`config.mk`:
```
export PLATFORM = sky130hd
export DESIGN_NAME = arbiter_rr_flat
export DESIGN_NICKNAME = d
export VERILOG_FILES = /design/src/rtl/arbiter_rr_if.sv /design/src/rtl/arbiter_rr.sv /design/src/flat_wrapper.sv
export SDC_FILE = /design/constraint.sdc
export NUM_CORES = 1
export LEC_CHECK = 0
export ABC_AREA = 1
export CAP_MARGIN = 20
export CORE_MARGIN = 5
export CORE_UTILIZATION = 33
export DETAILED_ROUTE_END_ITERATION = 16
export PLACE_DENSITY = 0.8
export SYNTH_ARGS = -nofsm -noshare
export SYNTH_HDL_FRONTEND = slang
export SYNTH_SLANG_ARGS = --single-unit
```
`constraint.sdc`:
```
create_clock -name clk -period 1.7 [get_ports clk]
set_input_delay 0.34 -clock clk [delete_from_list [all_inputs] [get_ports clk]]
set_output_delay 0.34 -clock clk [all_outputs]
set_load 0.1 [all_outputs]
```
`src/rtl/arbiter_rr_if.sv`:
```
// Request/grant bus between the requesting pipelines and the round-robin arbiter.
// master = pipeline/environment side, slave = arbiter side.
interface arbiter_rr_if #(
    parameter int NUM_CH = 4,
    parameter int CH_W   = $clog2(NUM_CH)
);
    logic [NUM_CH-1:0] in_valid;
    logic              in_ready;
    logic [CH_W-1:0]   out_choice;
    logic              out_valid;
    logic [NUM_CH-1:0] out_stall;

    modport master (
        output in_valid,
        output in_ready,
        input  out_choice,
        input  out_valid,
        input  out_stall
    );

    modport slave (
        input  in_valid,
        input  in_ready,
        output out_choice,
        output out_valid,
        output out_stall
    );
endinterface

```
`src/rtl/arbiter_rr.sv`:
```
// Round-robin arbiter: NUM_CH pipelines share one resource, zero-latency grant.
// Optional per-channel saturating grant counters when ARB_STATS_EN is defined.
`ifdef ARB_STATS_EN
module arb_stat_cnt #(
    parameter int STAT_W = 16
) (
    input  logic              clk,
    input  logic              reset,
    input  logic              inc,
    input  logic              clr,
    output logic [STAT_W-1:0] cnt
);
    logic [STAT_W-1:0] cnt_q, cnt_d;

    always_comb begin
        cnt_d = cnt_q;
        if (clr)
            cnt_d = '0;
        else if (inc && (cnt_q != '1))
            cnt_d = cnt_q + 1'b1;
    end

    always_ff @(posedge clk or negedge reset) begin
        if (!reset) cnt_q <= '0;
        else        cnt_q <= cnt_d;
    end

    assign cnt = cnt_q;
endmodule
`endif

module arbiter_rr #(
    parameter int NUM_CH = 4,
    parameter int CH_W   = $clog2(NUM_CH),
    parameter int STAT_W = 16
) (
    input  logic              clk,
    input  logic              reset,
    arbiter_rr_if.slave       arb,
    input  logic [CH_W-1:0]   in_stat_sel,
    input  logic              in_stat_clear,
    output logic [STAT_W-1:0] out_stat_count
);
    localparam logic [CH_W:0] NUM_CH_X = (CH_W+1)'(NUM_CH);

    logic [CH_W-1:0]   ptr_q, ptr_d;
    logic [CH_W-1:0]   choice;
    logic              grant_vld;
    logic [NUM_CH-1:0] grant_mask;

    // Modular add that stays below NUM_CH even when NUM_CH is not a power of two.
    function automatic logic [CH_W-1:0] wrap_add(input logic [CH_W-1:0] base,
                                                 input logic [CH_W-1:0] off);
        logic [CH_W:0] sum;
        sum = {1'b0, base} + {1'b0, off};
        if (sum >= NUM_CH_X)
            sum = sum - NUM_CH_X;
        return sum[CH_W-1:0];
    endfunction

    // Walk from furthest to nearest so the channel closest to ptr wins.
    always_comb begin
        logic [CH_W-1:0] idx;
        choice = ptr_q;
        idx    = ptr_q;
        for (int k = NUM_CH - 1; k >= 0; k--) begin
            idx = wrap_add(ptr_q, CH_W'(k));
            if (arb.in_valid[idx])
                choice = idx;
        end
    end

    always_comb begin
        grant_vld  = arb.in_ready && (arb.in_valid != '0);
        grant_mask = grant_vld ? (NUM_CH'(1) << choice) : '0;
        ptr_d      = grant_vld ? wrap_add(choice, CH_W'(1)) : ptr_q;
    end

    always_ff @(posedge clk or negedge reset) begin
        if (!reset) ptr_q <= '0;
        else        ptr_q <= ptr_d;
    end

    // Outputs are forced idle while reset is held, independent of the inputs.
    assign arb.out_choice = choice;
    assign arb.out_valid  = grant_vld && reset;
    assign arb.out_stall  = reset ? (arb.in_valid & ~grant_mask) : '0;

`ifdef ARB_STATS_EN
    logic [NUM_CH-1:0][STAT_W-1:0] cnt;
    logic [STAT_W-1:0]             stat_count_q, stat_count_d;

    for (genvar i = 0; i < NUM_CH; i++) begin : g_cnt
        arb_stat_cnt #(.STAT_W(STAT_W)) u_cnt (
            .clk   (clk),
            .reset (reset),
            .inc   (grant_vld && (choice == CH_W'(i))),
            .clr   (in_stat_clear),
            .cnt   (cnt[i])
        );
    end

    always_comb begin
        stat_count_d = '0;
        if ({1'b0, in_stat_sel} < NUM_CH_X)
            stat_count_d = cnt[in_stat_sel];
    end

    always_ff @(posedge clk or negedge reset) begin
        if (!reset) stat_count_q <= '0;
        else        stat_count_q <= stat_count_d;
    end

    assign out_stat_count = stat_count_q;
`else
    logic unused_stat;
    assign unused_stat    = ^{in_stat_sel, in_stat_clear};
    assign out_stat_count = '0;
`endif
endmodule

```
`src/flat_wrapper.sv`:
```
// flat-port wrapper written by rule: the top's interface ports become plain ports
module arbiter_rr_flat 
#(
    parameter int NUM_CH = 4,
    parameter int CH_W   = $clog2(NUM_CH),
    parameter int STAT_W = 16
)
  (clk, reset, in_stat_sel, in_stat_clear, out_stat_count, arb_in_valid, arb_in_ready, arb_out_choice, arb_out_valid, arb_out_stall);
  arbiter_rr_if #(.NUM_CH(NUM_CH), .CH_W(CH_W)) arb_i ();
  input  logic clk;
  input  logic reset;
  input  logic [CH_W-1:0] in_stat_sel;
  input  logic in_stat_clear;
  output logic [STAT_W-1:0] out_stat_count;
  input wire logic [$bits(arb_i.in_valid)-1:0] arb_in_valid;
  input wire logic [$bits(arb_i.in_ready)-1:0] arb_in_ready;
  output wire logic [$bits(arb_i.out_choice)-1:0] arb_out_choice;
  output wire logic [$bits(arb_i.out_valid)-1:0] arb_out_valid;
  output wire logic [$bits(arb_i.out_stall)-1:0] arb_out_stall;
  assign arb_i.in_valid = arb_in_valid;
  assign arb_i.in_ready = arb_in_ready;
  assign arb_out_choice = arb_i.out_choice;
  assign arb_out_valid = arb_i.out_valid;
  assign arb_out_stall = arb_i.out_stall;
  arbiter_rr #(.NUM_CH(NUM_CH), .CH_W(CH_W), .STAT_W(STAT_W)) u_core (.clk(clk), .reset(reset), .arb(arb_i), .in_stat_sel(in_stat_sel), .in_stat_clear(in_stat_clear), .out_stat_count(out_stat_count));
endmodule
```
# == Word-level counts from Yosys, hierarchy flattened ==
# Cells that the tools add are included.
# classes
n_addsub,9
bitwise,2
order_cmp,9
shifts,1
mux,19
n_reduce_logical,3
# op_table
operator,n
$mux 2,9
$ge 3x3->1 const B,4
$lt 2x3->1 const B,4
$sub 2x1->2 const B,5
$bmux 1 s2,4
$mux 4,2
$add 2x1->3 const B,2
$add 2x2->3 const B,2
$and 4x4->4,1
$mux 1,4
$not 4->4,1
$reduce_bool 4->1,1
$shl 1x2->4 const A,1
$ge 2x3->1 const B,1
$logic_and 1x1->1,2
# word_totals
reg_bits,2
output_inout_bits,23
wordCells,44

# == Depth between registers and ports, before layout ==
# logic_depth
ltp_word,14
depth_mapped,14
depth_no_buf,13

# == Worst setup path before layout ==
# Ideal clock, no wire load.
# synth_timing
path_type,flip-flop to output port
from,reg u_core.ptr_q[0]
to,out arb_out_stall[0]
path_stages_with_launch,11
path_buffers,1
path_slack_ns,-1.404
arrival_time_ns,2.764
cell_sequence,dfrtp_1 buf_6 inv_8 nand2_1 nand3_1 nand2_1 inv_1 nand3_1 nand2_2 nor2_1 nor2_1
# synth_between
elab_chain_cells,14
word_cells_on_any_way,32
cone_classes,7 x add/sub; 4 x order compare; 1 x shift; 18 x mux; 2 x bitwise
# synth_rtl
item,line_no,rtl
start: declaration,arbiter_rr.sv:46,"logic [CH_W-1:0] ptr_q, ptr_d;"
start signal: assignment,arbiter_rr.sv:81,else ptr_q <= ptr_d;
$add 2x2->3,arbiter_rr.sv:55,"sum = {1'b0, base} + {1'b0, off};"
$ge 3x3->1 / $sub 2x1->2 (equally long branches),"arbiter_rr.sv:56, arbiter_rr.sv:57",
$mux 2,arbiter_rr.sv:56,if (sum >= NUM_CH_X)
$bmux 1 s2,arbiter_rr.sv:68,if (arb.in_valid[idx])
$mux 1 (not written as such),arbiter_rr.sv:68,
$mux 2 (3 in series),arbiter_rr.sv:68,
$mux 2 *,arbiter_rr.sv:68,
net arb_out_choice[1],flat_wrapper.sv:17,output wire logic [$bits(arb_i.out_choice)-1:0] arb_out_choice;
$shl 1x2->4 *,arbiter_rr.sv:75,grant_mask = grant_vld ? (NUM_CH'(1) << choice) : '0;
$mux 4 *,arbiter_rr.sv:75,
$not 4->4 *,arbiter_rr.sv:87,assign arb.out_stall = reset ? (arb.in_valid & ~grant_mask) : '0;
$and 4x4->4 *,arbiter_rr.sv:87,
$mux 4 *,arbiter_rr.sv:87,
end: declaration,flat_wrapper.sv:19,output wire logic [$bits(arb_i.out_stall)-1:0] arb_out_stall;
# The timed path passes the listed nets; every way through them passes the cells marked *. The select of a mux whose other input is x is not followed.

# == Worst setup path in the final report ==
# layout_timing
from,reg u_core.ptr_q[0]
to,out arb_out_choice[0]
# layout_between
elab_chain_cells,9
word_cells_on_any_way,27
cone_classes,7 x add/sub; 4 x order compare; 16 x mux
# layout_rtl
item,line_no
$add 2x2->3,arbiter_rr.sv:55
$ge 3x3->1 / $sub 2x1->2 (equally long branches),"arbiter_rr.sv:56, arbiter_rr.sv:57"
$mux 2,arbiter_rr.sv:56
$bmux 1 s2,arbiter_rr.sv:68
$mux 1 (not written as such),arbiter_rr.sv:68
$mux 2 (3 in series),arbiter_rr.sv:68
$mux 2 *,arbiter_rr.sv:68
end: declaration,flat_wrapper.sv:17
# Mark *: on every way between the ends. The rest lies on a longest branch, timed or not. The select of a mux whose other input is x is not followed.

==> results_dict.tcl <==
set metrics [dict create \
    syn_area_um2 564 \
    start_kind "flop" \
    synth_xor_area_share_pct 0 \
    grt_antenna_before_repair 0 \
    async_reset_ff_share_pct 100 \
    synth_mux_area_share_pct 0 \
    yosys-top-cells-area "buf_4 (21%), nand2_1 (21%), inv_1 (10%)" \
    place_hpwl_um 1340 \
    drive_gt1_share_pct 70.2 \
    ys_warn_count 0 \
    n_antenna_cell 0 \
    synth_top_cell_area_share_pct 21.3 \
    clk_pin_slew_ps 30 \
    grt-ovfl-total 0 \
    synth_compound_area_share_pct 2.44 \
    grt_max_degree 9 \
    seqCellArea_um2 51.3 \
    ctsHoldBuffers 0 \
    ys_types 16 \
    endpoint_kind "output port" \
    routabilityCongestion 0.836 \
    hold_viol 0 \
    fillers 108 \
    rsz0062_at_grt "true" \
    cts_max_level 1 \
    pin_count 33 \
    yosys.area_share.simple_pct 52.1 \
    crit_slowest_cell "dfrtp_1" \
    place_area_um2 958 \
    critPathKind "reg -> out" \
    routed_via_density 4.66 \
    grt_pass1_vias 757 \
    yosysTopAreaCell "buf_4" \
    arrival_ps 1960 \
    synth_seq_cells 2 \
    post_drt_wl_per_cell_um 14.0 \
    nNetsFinal 153 \
    status "complete, but fails checks" \
    setup_viol 8 \
    grt_pass1_wl_um 3530 \
    synthCells 99 \
    core_area_mm2 0.00167 \
    yosysSeqAreaShare_pct 8.87 \
    holdCritPathClass "in -> async" \
    failed_checks "setup timing" \
    largest_reg_flops 2 \
    drc_errors 0 \
    largest_register "u_core.ptr_q" \
    tritoncts "done" \
    path_cells "buf_12 -> inv_12 -> nand2_4 -> nand2_4 -> nand2_2 -> nand2_2 -> inv_1 -> nand2_2 -> nand2_2 -> nand2_4 -> nand2_8 -> buf_4 -> buf_4 -> buf_12" \
    rows 15 \
    period_share_pct 135 \
    dieArea_mm2 0.00264 \
    start_util_pct 33.8 \
    max_stage_delay_ps 380 \
    dp_slack_ps -730 \
    fin_ws_ps -599 \
    min_period_ps 2300 \
    final_area_mm2 0.00125 \
    report.final.slew_viol_count 0 \
    dieWidth_um 51.4 \
    cp.required_ps 1360 \
    grt_use_total_pct 17.7 \
    drt-pass1-iter-count 4 \
    clock_sinks 2 \
    path_max_fanout 8 \
    clockRootBuffer "clkbuf_4" \
    synth_top_family_by_area "simple AND/OR/NAND/NOR gates" \
    routed_wl_um 2210 \
    cpMostUsedCell "nand2_2" \
    ant_nets 0 \
    cts_buffers 3 \
    critPathBufInv 6 \
    synthMostInstantiatedCell "nand2_1" \
    top_regs "u_core.ptr_q: 2 flops" \
    clk_latency_ps 230 \
    critPathTopFamily "buffers and inverters" \
    avgSynthCellArea_um2 5.70 \
    clock_skew_ps 2.26 \
    vias 736 \
    portBuffers 13 \
    ys.flop_type "dfrtp_1" \
    synth_adder_area_share_pct 0 \
    synth_edf_count 0 \
    max_cap_viol_count 0 \
    multi_input_area_um2 609 \
    max-clock-path-buffers 2 \
    dieHeight_um 51.4 \
    first_iter_violations 12 \
    syn_to_final_growth_pct 121 \
    timing.fmax_mhz 435 \
    ys_top_cells_by_count "nand2_1 (31), buf_4 (16), inv_1 (15)" \
]
[layer usage]
layer | routed length, um | global-route usage, % | up-vias
met2 | 1150 | 30.9 | 34
met4 | 77 | 4.80 | 0
met1 | 875 | 20.9 | 341
li1 | - | - | 351
met3 | 105 | 5.25 | 10
met5 | 0 | 0 | -
[area by class of cell]
class                   instances  share of cell area (%)
clock buffers                   3                    1.81
repair buffers                 41                    36.2
well taps                      17                    1.71
multi-input cells              78                    48.8
flip-flops and latches          2                    4.11
inverters                      17                    7.32
[per-stage QoR]
| step | hold slack, ps | cells | setup TNS (ps) | utilization [%] |
|---|---|---|---|---|
| finish | 534 | 158 | -3460 | 74.7 |
| global placement | 630 | 144 | -4470 | 57.4 |
| floorplan | 44.4 | 114 | -1750 | - |
| global route | 532 | 158 | -4340 | 74.7 |
| detailed placement | 639 | 144 | -4800 | 57.4 |
| CTS | 526 | 155 | -3130 | 70.6 |
[cell families (layout without fill, tap and decap cells)]
kind of cell / Yosys count / after routing
other: 1 / 16
buffers and inverters: 34 / 61
and+or+nand+nor: 60 / 60
AOI/OAI and AO/OA: 2 / 2
DFF: 2 / 2
[placed cells by master, fill, tap and decap left out]
master,Yosys,layout
nand2_8,0,2
dfrtp_2,0,1
clkbuf_4,0,3
buf_6,1,5
o21ai_0,1,1
buf_8,0,1
nand4_1,1,1
nand3_1,8,2
inv_4,0,3
nand3_4,0,4
clkdlybuf4s15_1,0,1
nand2_1,31,13
nand3_2,3,5
a41oi_4,0,1
clkdlybuf4s50_1,0,1
buf_12,0,9
nor2_2,0,1
nor2_4,0,5
nand2_2,9,15
buf_4,16,24
inv_1,15,6
inv_12,0,1
clkinvlp_4,0,2
conb_1,1,16
inv_2,1,5
dfrtp_1,2,1
nand2_4,2,12
[timing repair]
item	in CTS	in global routing
setup endpoints to repair	7	9
setup buffers	8	3
pin swaps	16	13
hold endpoints to repair	0	0
resized for setup	58	14
gates cloned	0	0
[path summary, 6_finish.rpt]
| check | from | end | slack (ps) | cells past startpoint |
|---|---|---|---|---|
| min in group clk | arb_in_ready | u_core.ptr_q[1]$_DFFE_PN0P_ | 740 | 6 |
| setup / recovery | u_core.ptr_q[0]$_DFFE_PN0P_ | arb_out_choice[0] | -600 | 14 |
| setup reg to reg | u_core.ptr_q[0]$_DFFE_PN0P_ | u_core.ptr_q[1]$_DFFE_PN0P_ | -100 | 15 |
| max in group asynchronous | reset | u_core.ptr_q[1]$_DFFE_PN0P_ | 1060 | 2 |
| hold / removal | reset | u_core.ptr_q[0]$_DFFE_PN0P_ | 530 | 2 |
| hold reg to reg | u_core.ptr_q[1]$_DFFE_PN0P_ | u_core.ptr_q[1]$_DFFE_PN0P_ | 750 | 3 |
Power is not shown: default switching activity piles up to over one toggle a cycle in this logic, so the estimate is an artifact.
